$ cat src/rtl/i2s_tx_frame_if.sv
// i2s_tx_frame_if
//   Sample handshake between a sound producer (master) and the I2S
//   transmitter (slave). One L/R pair moves when din_valid & din_ready.
//   din_l, din_r : left / right sample, DATA_WIDTH bits, two's complement
//   din_valid    : producer presents a pair
//   din_ready    : transmitter holding buffer is empty
interface i2s_tx_frame_if #(
  parameter int DATA_WIDTH = 16
);
  logic [DATA_WIDTH-1:0] din_l;
  logic [DATA_WIDTH-1:0] din_r;
  logic                  din_valid;
  logic                  din_ready;

  modport master (output din_l, output din_r, output din_valid, input din_ready);
  modport slave  (input din_l, input din_r, input din_valid, output din_ready);
endinterface

$ cat src/rtl/i2s_tx_frame.sv
// i2s_tx_frame
//   Stereo I2S / left-justified serial transmitter. Divides bit_clk down to
//   the serial bit clock, takes L/R pairs into a one-entry holding buffer and
//   shifts them out MSB first, zero-filling slot bits beyond DATA_WIDTH.
//   A frame load with an empty buffer sends a silent frame and flags it.
// Ports
//   bit_clk     : master clock, all logic on its rising edge
//   reset_n     : asynchronous active-low reset
//   en          : 1 = transmit, 0 = idle with serial outputs parked low
//   fmt         : 0 = I2S (data lags ws by one bit), 1 = left-justified
//   din_if      : sample handshake (slave side)
//   sck/ws/sd   : serial bit clock, word select (1 = right), serial data
//   frame_start : one-cycle pulse on every frame load
//   underrun    : one-cycle pulse when a frame load found the buffer empty
module i2s_tx_frame #(
  parameter int DATA_WIDTH = 16,
  parameter int SLOT_WIDTH = 16,
  parameter int SCK_DIV    = 1
) (
  input  logic          bit_clk,
  input  logic          reset_n,
  input  logic          en,
  input  logic          fmt,
  i2s_tx_frame_if.slave din_if,
  output logic          sck,
  output logic          ws,
  output logic          sd,
  output logic          frame_start,
  output logic          underrun
);

  localparam int FRAME_BITS = 2 * SLOT_WIDTH;
  localparam int CNT_W      = (FRAME_BITS > 2) ? $clog2(FRAME_BITS) : 1;
  localparam int DIV_W      = (SCK_DIV > 1) ? $clog2(SCK_DIV) : 1;
  localparam logic [CNT_W-1:0] CNT_LAST = CNT_W'(FRAME_BITS - 1);
  localparam logic [CNT_W-1:0] SLOT_POS = CNT_W'(SLOT_WIDTH);
  localparam logic [DIV_W-1:0] DIV_LAST = DIV_W'(SCK_DIV - 1);

  typedef enum logic [0:0] {ST_IDLE = 1'b0, ST_RUN = 1'b1} state_t;

  state_t                state_r, state_nxt_s;
  logic [DIV_W-1:0]      div_cnt_r, div_nxt_s;
  logic [CNT_W-1:0]      bit_cnt_r, bit_nxt_s, pos_s;
  logic                  sck_r, sck_nxt_s;
  logic                  ws_r, ws_nxt_s;
  logic                  sd_r, sd_nxt_s;
  logic                  dly_r, dly_nxt_s, new_bit_s;
  logic                  fmt_r, fmt_nxt_s;
  logic [DATA_WIDTH-1:0] lat_l_r, lat_l_nxt_s, lat_r_r, lat_r_nxt_s;
  logic [DATA_WIDTH-1:0] buf_l_r, buf_l_nxt_s, buf_r_r, buf_r_nxt_s;
  logic                  buf_full_r, buf_full_nxt_s;
  logic                  din_ready_r;
  logic                  frame_start_r, frame_start_nxt_s;
  logic                  underrun_r, underrun_nxt_s;
  logic                  load_s, shift_s, acc_s;

  // Slot bit at frame position pos: MSB first, zero once the sample runs out
  // (the left shift pushes every sample bit out for positions >= DATA_WIDTH).
  function automatic logic slot_bit(input logic [CNT_W-1:0] pos,
                                    input logic [DATA_WIDTH-1:0] l,
                                    input logic [DATA_WIDTH-1:0] r);
    logic [CNT_W-1:0]      p;
    logic [DATA_WIDTH-1:0] d;
    if (pos >= SLOT_POS) begin
      p = pos - SLOT_POS;
      d = r;
    end else begin
      p = pos;
      d = l;
    end
    d = d << p;
    return d[DATA_WIDTH-1];
  endfunction

  // FSM state register
  always_ff @(posedge bit_clk or negedge reset_n) begin
    if (!reset_n) begin
      state_r <= ST_IDLE;
    end else begin
      state_r <= state_nxt_s;
    end
  end

  // FSM next state: en alone decides between idle and running
  always_comb begin
    state_nxt_s = state_r;
    case (state_r)
      ST_IDLE: begin
        if (en) state_nxt_s = ST_RUN;
        else    state_nxt_s = ST_IDLE;
      end
      ST_RUN: begin
        if (en) state_nxt_s = ST_RUN;
        else    state_nxt_s = ST_IDLE;
      end
      default: state_nxt_s = ST_IDLE;
    endcase
  end

  // FSM outputs: divider, bit counter, serialiser and holding buffer
  always_comb begin
    div_nxt_s         = div_cnt_r;
    bit_nxt_s         = bit_cnt_r;
    sck_nxt_s         = sck_r;
    ws_nxt_s          = ws_r;
    sd_nxt_s          = sd_r;
    dly_nxt_s         = dly_r;
    fmt_nxt_s         = fmt_r;
    lat_l_nxt_s       = lat_l_r;
    lat_r_nxt_s       = lat_r_r;
    frame_start_nxt_s = 1'b0;
    underrun_nxt_s    = 1'b0;
    load_s            = 1'b0;
    shift_s           = 1'b0;
    pos_s             = bit_cnt_r;
    new_bit_s         = 1'b0;

    case (state_r)
      ST_IDLE: begin
        // dly_r is also cleared here, so the first I2S bit after start is 0
        div_nxt_s = {DIV_W{1'b0}};
        bit_nxt_s = {CNT_W{1'b0}};
        sck_nxt_s = 1'b0;
        ws_nxt_s  = 1'b0;
        sd_nxt_s  = 1'b0;
        dly_nxt_s = 1'b0;
        if (en) begin
          fmt_nxt_s = fmt;
          load_s    = 1'b1;
        end else begin
          fmt_nxt_s = fmt_r;
        end
      end
      ST_RUN: begin
        if (!en) begin
          div_nxt_s = {DIV_W{1'b0}};
          bit_nxt_s = {CNT_W{1'b0}};
          sck_nxt_s = 1'b0;
          ws_nxt_s  = 1'b0;
          sd_nxt_s  = 1'b0;
          dly_nxt_s = 1'b0;
        end else if (div_cnt_r == DIV_LAST) begin
          div_nxt_s = {DIV_W{1'b0}};
          sck_nxt_s = ~sck_r;
          // falling sck edge advances the bit; the last bit wraps into a load
          if (sck_r) begin
            if (bit_cnt_r == CNT_LAST) load_s  = 1'b1;
            else                       shift_s = 1'b1;
          end else begin
            shift_s = 1'b0;
          end
        end else begin
          div_nxt_s = div_cnt_r + DIV_W'(1);
        end
      end
      default: begin
        div_nxt_s = {DIV_W{1'b0}};
        bit_nxt_s = {CNT_W{1'b0}};
        sck_nxt_s = 1'b0;
        ws_nxt_s  = 1'b0;
        sd_nxt_s  = 1'b0;
        dly_nxt_s = 1'b0;
      end
    endcase

    if (load_s) begin
      pos_s             = {CNT_W{1'b0}};
      frame_start_nxt_s = 1'b1;
      underrun_nxt_s    = ~buf_full_r;
      if (buf_full_r) begin
        lat_l_nxt_s = buf_l_r;
        lat_r_nxt_s = buf_r_r;
      end else begin
        lat_l_nxt_s = {DATA_WIDTH{1'b0}};
        lat_r_nxt_s = {DATA_WIDTH{1'b0}};
      end
    end else if (shift_s) begin
      pos_s = bit_cnt_r + CNT_W'(1);
    end else begin
      pos_s = bit_cnt_r;
    end

    // ws/sd change only together with a falling sck edge or a frame load
    if (load_s || shift_s) begin
      new_bit_s = slot_bit(pos_s, lat_l_nxt_s, lat_r_nxt_s);
      bit_nxt_s = pos_s;
      ws_nxt_s  = (pos_s >= SLOT_POS);
      sd_nxt_s  = fmt_nxt_s ? new_bit_s : dly_r;
      dly_nxt_s = new_bit_s;
    end else begin
      new_bit_s = 1'b0;
    end

    // A load on the accept cycle sees the buffer empty; the pair waits a frame
    acc_s = din_if.din_valid & ~buf_full_r;
    if (load_s) buf_full_nxt_s = acc_s;
    else        buf_full_nxt_s = buf_full_r | acc_s;
    if (acc_s) begin
      buf_l_nxt_s = din_if.din_l;
      buf_r_nxt_s = din_if.din_r;
    end else begin
      buf_l_nxt_s = buf_l_r;
      buf_r_nxt_s = buf_r_r;
    end
  end

  // Datapath and registered outputs
  always_ff @(posedge bit_clk or negedge reset_n) begin
    if (!reset_n) begin
      div_cnt_r     <= {DIV_W{1'b0}};
      bit_cnt_r     <= {CNT_W{1'b0}};
      sck_r         <= 1'b0;
      ws_r          <= 1'b0;
      sd_r          <= 1'b0;
      dly_r         <= 1'b0;
      fmt_r         <= 1'b0;
      lat_l_r       <= {DATA_WIDTH{1'b0}};
      lat_r_r       <= {DATA_WIDTH{1'b0}};
      buf_l_r       <= {DATA_WIDTH{1'b0}};
      buf_r_r       <= {DATA_WIDTH{1'b0}};
      buf_full_r    <= 1'b0;
      din_ready_r   <= 1'b1;
      frame_start_r <= 1'b0;
      underrun_r    <= 1'b0;
    end else begin
      div_cnt_r     <= div_nxt_s;
      bit_cnt_r     <= bit_nxt_s;
      sck_r         <= sck_nxt_s;
      ws_r          <= ws_nxt_s;
      sd_r          <= sd_nxt_s;
      dly_r         <= dly_nxt_s;
      fmt_r         <= fmt_nxt_s;
      lat_l_r       <= lat_l_nxt_s;
      lat_r_r       <= lat_r_nxt_s;
      buf_l_r       <= buf_l_nxt_s;
      buf_r_r       <= buf_r_nxt_s;
      buf_full_r    <= buf_full_nxt_s;
      din_ready_r   <= ~buf_full_nxt_s;
      frame_start_r <= frame_start_nxt_s;
      underrun_r    <= underrun_nxt_s;
    end
  end

  assign sck              = sck_r;
  assign ws               = ws_r;
  assign sd               = sd_r;
  assign frame_start      = frame_start_r;
  assign underrun         = underrun_r;
  assign din_if.din_ready = din_ready_r;

endmodule

$ cat src/flat_wrapper.sv
// flat-port wrapper written by rule: the top's interface ports become plain ports
module i2s_tx_frame_flat 
#(
  parameter int DATA_WIDTH = 16,
  parameter int SLOT_WIDTH = 16,
  parameter int SCK_DIV    = 1
)
  (bit_clk, reset_n, en, fmt, sck, ws, sd, frame_start, underrun, din_if_din_l, din_if_din_r, din_if_din_valid, din_if_din_ready);
  i2s_tx_frame_if #(.DATA_WIDTH(DATA_WIDTH)) din_if_i ();
  input  logic bit_clk;
  input  logic reset_n;
  input  logic en;
  input  logic fmt;
  output logic sck;
  output logic ws;
  output logic sd;
  output logic frame_start;
  output logic underrun;
  input wire logic [$bits(din_if_i.din_l)-1:0] din_if_din_l;
  input wire logic [$bits(din_if_i.din_r)-1:0] din_if_din_r;
  input wire logic [$bits(din_if_i.din_valid)-1:0] din_if_din_valid;
  output wire logic [$bits(din_if_i.din_ready)-1:0] din_if_din_ready;
  assign din_if_i.din_l = din_if_din_l;
  assign din_if_i.din_r = din_if_din_r;
  assign din_if_i.din_valid = din_if_din_valid;
  assign din_if_din_ready = din_if_i.din_ready;
  i2s_tx_frame #(.DATA_WIDTH(DATA_WIDTH), .SLOT_WIDTH(SLOT_WIDTH), .SCK_DIV(SCK_DIV)) u_core (.bit_clk(bit_clk), .reset_n(reset_n), .en(en), .fmt(fmt), .din_if(din_if_i), .sck(sck), .ws(ws), .sd(sd), .frame_start(frame_start), .underrun(underrun));
endmodule
$ cat config.mk
export PLATFORM = sky130hd
export DESIGN_NAME = i2s_tx_frame_flat
export DESIGN_NICKNAME = d
export VERILOG_FILES = /design/src/rtl/i2s_tx_frame_if.sv /design/src/rtl/i2s_tx_frame.sv /design/src/flat_wrapper.sv
export SDC_FILE = /design/constraint.sdc
export NUM_CORES = 1
export LEC_CHECK = 0
export CAP_MARGIN = 20
export CORE_ASPECT_RATIO = 0.8
export CORE_UTILIZATION = 30
export CTS_CLUSTER_SIZE = 40
export DETAILED_ROUTE_END_ITERATION = 10
export GPL_ROUTABILITY_DRIVEN = 1
export SLEW_MARGIN = 20
export SYNTH_ARGS = -nofsm -noshare
export SYNTH_HDL_FRONTEND = slang
export SYNTH_SLANG_ARGS = --single-unit
$ cat constraint.sdc
create_clock -name bit_clk -period 3.7 [get_ports bit_clk]
set_input_delay 0.37 -clock bit_clk [delete_from_list [all_inputs] [get_ports bit_clk]]
set_output_delay 0.37 -clock bit_clk [all_outputs]
set_load 0.01 [all_outputs]
# --- Word level (Yosys, flattened, before mapping) ---
# Cells that the tools add are included.
# Widths: inputs -> output; s select.
op_classes:
  addsub: 3
  n_mul: 0
  div_mod_pow: 0
  n_lt_le_gt_ge: 1
  eq_ne: 3
  shift: 1
  muxes: 41
  bitwise: 6
  n_reduce_logical: 1
ops:
  columns: ["op", "n"]
  rows:
  - ["$mux 16", 6]
  - ["$mux 5", 6]
  - ["$mux 1", 24]
  - ["$shl 16x5->16", 1]
  - ["$pmux 5 s2", 1]
  - ["$pmux 1 s2", 4]
  - ["$ne 3x3->1 const B", 2]
  - ["$add 5x1->5 const B", 1]
  - ["$eq 5x5->1 const B", 1]
  - ["$ge 5x5->1 const B", 1]
  - ["$sub 5x5->5 const B", 1]
  - ["$not 1->1", 4]
  - ["$add 1x1->1 const B", 1]
  - ["$and 1x1->1", 1]
  - ["$logic_or 1x1->1", 1]
  - ["$or 1x1->1", 1]
totals:
  regBits: 80
  latchBits: 0
  ram_bits: 0
  rom_bits: 0
  inputBits: 37
  output_inout_bits: 6
  elab_cells: 72
  mem_count: 0

# --- Logic depth before layout (Yosys ltp) ---
logic_depth:
  depth_word: 14
  ltp_mapped: 13
  mapped_depth_nobuf: 12

# --- Worst setup path before layout ---
# OpenSTA, ideal clock, no wires.
synth_path:
  path_type: "reg-to-reg"
  start: "reg u_core.bit_cnt_r[0]"
  end: "reg u_core.sd_r (netlist: u_core.sd)"
  setup_time_ns: 0.126
  arrival_ns: 2.634
  required_time_ns: 3.574
  path_slack_ns: 0.939
  stages_incl_launch_ff: 11
  path_buffers: 0
  synth_period_minus_slack_ns: 2.761
  cell_sequence: "dfrtp_1 -> ha_1 -> and3_1 -> ha_1 -> and4b_4 -> a211o_4 -> mux2_4 -> a2111oi_2 -> nor2_1 -> a32oi_1 -> o21ai_1"
synth_between:
  elab_chain_len: 14
  word_cells_on_any_way: 27
  classes_between: "add/sub (2); order compare (1); eq/ne (2); shift (1); mux (20); reduce/logical (1)"
synth_lines:
  columns: ["item", "line_no", "source"]
  rows:
  - ["start: declaration", "i2s_tx_frame.sv:43", "logic [CNT_W-1:0] bit_cnt_r, bit_nxt_s, pos_s;"]
  - ["start signal: assignment", "i2s_tx_frame.sv:211", "bit_cnt_r <= {CNT_W{1'b0}};"]
  - ["start signal: assignment", "i2s_tx_frame.sv:227", "bit_cnt_r <= bit_nxt_s;"]
  - ["$eq 5x5->1", "i2s_tx_frame.sv:147", "if (bit_cnt_r == CNT_LAST) load_s = 1'b1;"]
  - ["$mux 1", "i2s_tx_frame.sv:147", null]
  - ["$mux 1", "i2s_tx_frame.sv:146", "if (sck_r) begin"]
  - ["$mux 1", "i2s_tx_frame.sv:142", "end else if (div_cnt_r == DIV_LAST) begin"]
  - ["$mux 1", "i2s_tx_frame.sv:135", "if (!en) begin"]
  - ["$mux 1", "i2s_tx_frame.sv:118", "case (state_r)"]
  - ["$mux 5", "i2s_tx_frame.sv:177", "end else if (shift_s) begin"]
  - ["$mux 5", "i2s_tx_frame.sv:166", "if (load_s) begin"]
  - ["$sub 5x5->5 or $ge 5x5->1 (tied branches)", "i2s_tx_frame.sv:65, i2s_tx_frame.sv:64", null]
  - ["$mux 5 or $mux 16 (tied branches)", "i2s_tx_frame.sv:64", "if (pos >= SLOT_POS) begin"]
  - ["$mux 5 or $mux 16 (tied branches)", "i2s_tx_frame.sv:184", "if (load_s || shift_s) begin"]
  - ["$shl 16x5->16", "i2s_tx_frame.sv:71", "d = d << p;"]
  - ["$mux 1", "i2s_tx_frame.sv:188", "sd_nxt_s = fmt_nxt_s ? new_bit_s : dly_r;"]
  - ["$mux 1", "i2s_tx_frame.sv:184", null]
  - ["end signal: assignment", "i2s_tx_frame.sv:230", "sd_r <= sd_nxt_s;"]
  - ["end: declaration", "i2s_tx_frame.sv:46", "logic sd_r, sd_nxt_s;"]
# Several ways; a longest one is shown, not always the timed one. The select of a mux whose other input is x is not followed.
# A chain may end at the register's enable or synchronous reset.

# --- Worst setup path in the final report ---
# Same ends and word-level chain as after synthesis.

==> results.md <==
- Outcome: completed
- Syn Inst Count: 301
- Number of global-route vias before repair: 2379
- Crit start category: flip-flop
- Post-CTS Resized: 0
- Die width: 122.5 um
- Post-Route WL: 7218 um
- Area growth, synth to finish: 25.86%
- Fillcell total: 1099
- Routing usage on met2: 18.71%
- Fraction of registers with async set/reset: 100.0%
- Total Routing Usage GR: 13.09%
- DP Wirelength: 4946 um
- Hold WC Path Type: in -> async
- H-tree Lvls: 3
- Antenna violations before repair: 0
- Cell variety after synth: 49
- Layout cells sized above 1: 18.02%
- Max Root-Sink Buffers: 2
- Worst r2r src: u_core.bit_cnt_r[0]$_DFFE_PN0P_
- CTS Hold Buffers Added: 0
- ANT cells: 0
- Crit Path Class: reg -> reg
- Worst setup path startpoint: u_core.bit_cnt_r[0]$_DFFE_PN0P_
- Power Density: 630.7 nW/um^2
- CTS Buf Count: 9
- Total Power: 2.765 mW
- Slew Viols, Final: 0
- Global route total overflow: 0
- FF-to-FF path depth: 11
- Row count: 34
- GRT busiest layer: met2
- Syn_area_per_cell: 11.57 um^2
- Worst Tran Pin Value: 972.1 ps
- Setup WS post-layout: 573.7 ps
- I/O Pins: 43
- Final TNS setup: 0 ps
- Top cells by count, synth: dfrtp_1 (77), nand2_1 (47), mux2_2 (33), nand3_1 (21), a22o_1 (16)
- Die Area: 12050 um^2
- Final #Nets: 379
- CP max FO: 6
- Initial DRC count: 128
- Worst skew pair latency: 330 ps
- Top FF cell, synth: dfrtp_1
- EDFF count, synth: 0
- Core Region: 11100 um^2
- Initial Utilization: 31.37%
- YS warnings: 0
- CP arrival: 3340 ps
- CTS tree: done
- DIE HEIGHT: 98.38 um
- M3 GR Usage: 3.621%
- Dominant cell type by area after synthesis: dfrtp_1
- Final Skew: 4.633 ps
- CTS Root Cell: clkbuf_16
- Leak: 1.939 nW
- Via density: 4.914
- Antenna viol nets, final: 0
- RSZ-0062 raised after global routing: no
- Synthesized area: 3483 um^2
- Setup crit end kind: flip-flop
- Largest cells by area after synthesis: dfrtp_1 (55%), mux2_2 (11%), nand2_1 (5.1%)
- Met1 Track Usage GR: 18.54%
- WL/cell: 14.79 um
- Syn Nets: 340
- Top-count cell post-synth: dfrtp_1
- Final hold violation count: 0
- Worst Path Required: 3910 ps
- Max-cap violations: 0
- Global-route wire length before repair: 12040 um
- Routability Congestion: 0.8202
- Flops & latches, synth: 78
- Clock Pin Slew Worst Setup and Hold Paths: 60 ps
- Share of the synthesized area in the top cell type: 55.32%
- Seq/Total Area, Yosys: 56.07%
- Max Clk Rate: 319.9 MHz
- Post-CTS Setup Inserts: 0
- Period minus WS final: 3126 ps
- DP Worst Slack: 506.6 ps
- Sink Count: 78
- Via count: 2398
- Number of endpoints failing setup at the final stage: 0
- PortBufs: 42
- Largest net degree at the start of global routing: 79
- Relative slew slack: 35.20%
- DRC Markers: 0
- Peak VDD IR: 0.3149 mV
- Crit share post-route: 84.49%
- Router iterations before antenna repair: 4
- Hold WS: 171.1 ps
- Final core utilization: 39.49%
-- path summary, 6_finish.rpt --
kind                                                 endpoint  slack (ps)
min in group bit_clk             u_core.lat_l_r[12]$_DFF_PN0_         470
max in group asynchronous       u_core.buf_r_r[6]$_DFFE_PN0P_        2880
worst min-delay path              u_core.lat_l_r[4]$_DFF_PN0_         170
worst max register to register          u_core.sd$_DFFE_PN0P_         570
worst max-delay path                    u_core.sd$_DFFE_PN0P_         570
worst min register to register   u_core.lat_l_r[12]$_DFF_PN0_         470
-- flip-flops by register name (all words and copies together), names as in the netlist --
name and count:
u_core.lat_r_r 16, u_core.dly_r 1, u_core.underrun 1, u_core.buf_r_r 16, u_core.lat_l_r 16, u_core.bit_cnt_r 4, u_core.din_if.din_ready 1, u_core.sd 1
u_core.fmt_r 1, u_core.buf_l_r 16, u_core.buf_full_r 1, u_core.state_r 1, u_core.sck 1, u_core.ws 1, u_core.frame_start 1
-- metrics by stage --
| stage | std cells | area (um^2) |
|---|---|---|
| final | 488 | 4384 |
| after global routing | 488 | 4384 |
| after CTS | 488 | 4384 |
| after detailed placement | 473 | 4025 |
| after global placement | 473 | 4025 |
| after floorplan | 301 | 3483 |
-- metal layers --
metal  routed length, um  part of all wire, %
met5                   0                    0
met4                 100                  1.4
met3                 276                  3.8
met2                3210                   44
met1                3630                   50
-- final cells by class --
cell class,count,area [um^2],share of cell area [%]
sequential,78,1953,44.55
multi-input combinational,201,1433,32.68
timing repair buffer,45,440.4,10.05
clock buffer,9,225.2,5.137
tap,144,180.2,4.110
clock inverter,6,133.9,3.054
inverter,5,18.77,0.4281
-- kinds of logic (layout without fill, tap and decap cells) --
| group | after synthesis | in the layout | share of synthesized area, % |
|---|---|---|---|
| simple gates | 101 | 101 | 14.37 |
| compound gates | 56 | 56 | 12.61 |
| fa+ha+maj | 2 | 2 | 0.7183 |
| buf+inv | 22 | 65 | 2.874 |
| flops | 78 | 78 | 56.07 |
| xor+xnor | 1 | 1 | 0.2515 |
| mux | 41 | 41 | 13.11 |
-- where the power goes --
group	internal (mW)	leakage [nW]	total, mW	switching [mW]
registers	1.10	0.971	1.25	0.154
logic	0.263	0.793	0.449	0.186
clock network	0.724	0.176	1.06	0.337
-- layout by cell type (no fill, tap or decap), types with 2 or more instances in the layout --
cell type	Yosys	final
bufinv_16	0	4
buf_4	2	4
clkdlybuf4s50_1	0	41
mux2_2	33	33
o211a_1	3	3
inv_1	5	5
and3_1	2	2
nor2_1	6	6
nand3_1	21	21
and2_1	2	2
nand2b_1	3	3
o21ai_0	10	10
and3b_1	2	2
dfrtp_1	77	77
nand2_1	47	47
nor3_1	3	3
nor3b_1	2	2
a21oi_1	9	9
a31oi_1	2	2
clkbuf_16	0	9
nor2b_1	6	5
mux2i_1	7	7
ha_1	2	2
a22o_1	16	16
a221o_1	3	3
-- worst max-delay path: stages (launching register included) --
cell and delay (ps):
dfrtp_1 430, ha_1 250, and3_1 190, ha_1 240, nand4b_1 260, o21ai_0 370
a21o_1 270, a21oi_1 60, a2111oi_0 450, o31ai_1 120, a32oi_1 250, o21ai_1 110
Power figures use the tool's default switching activity.
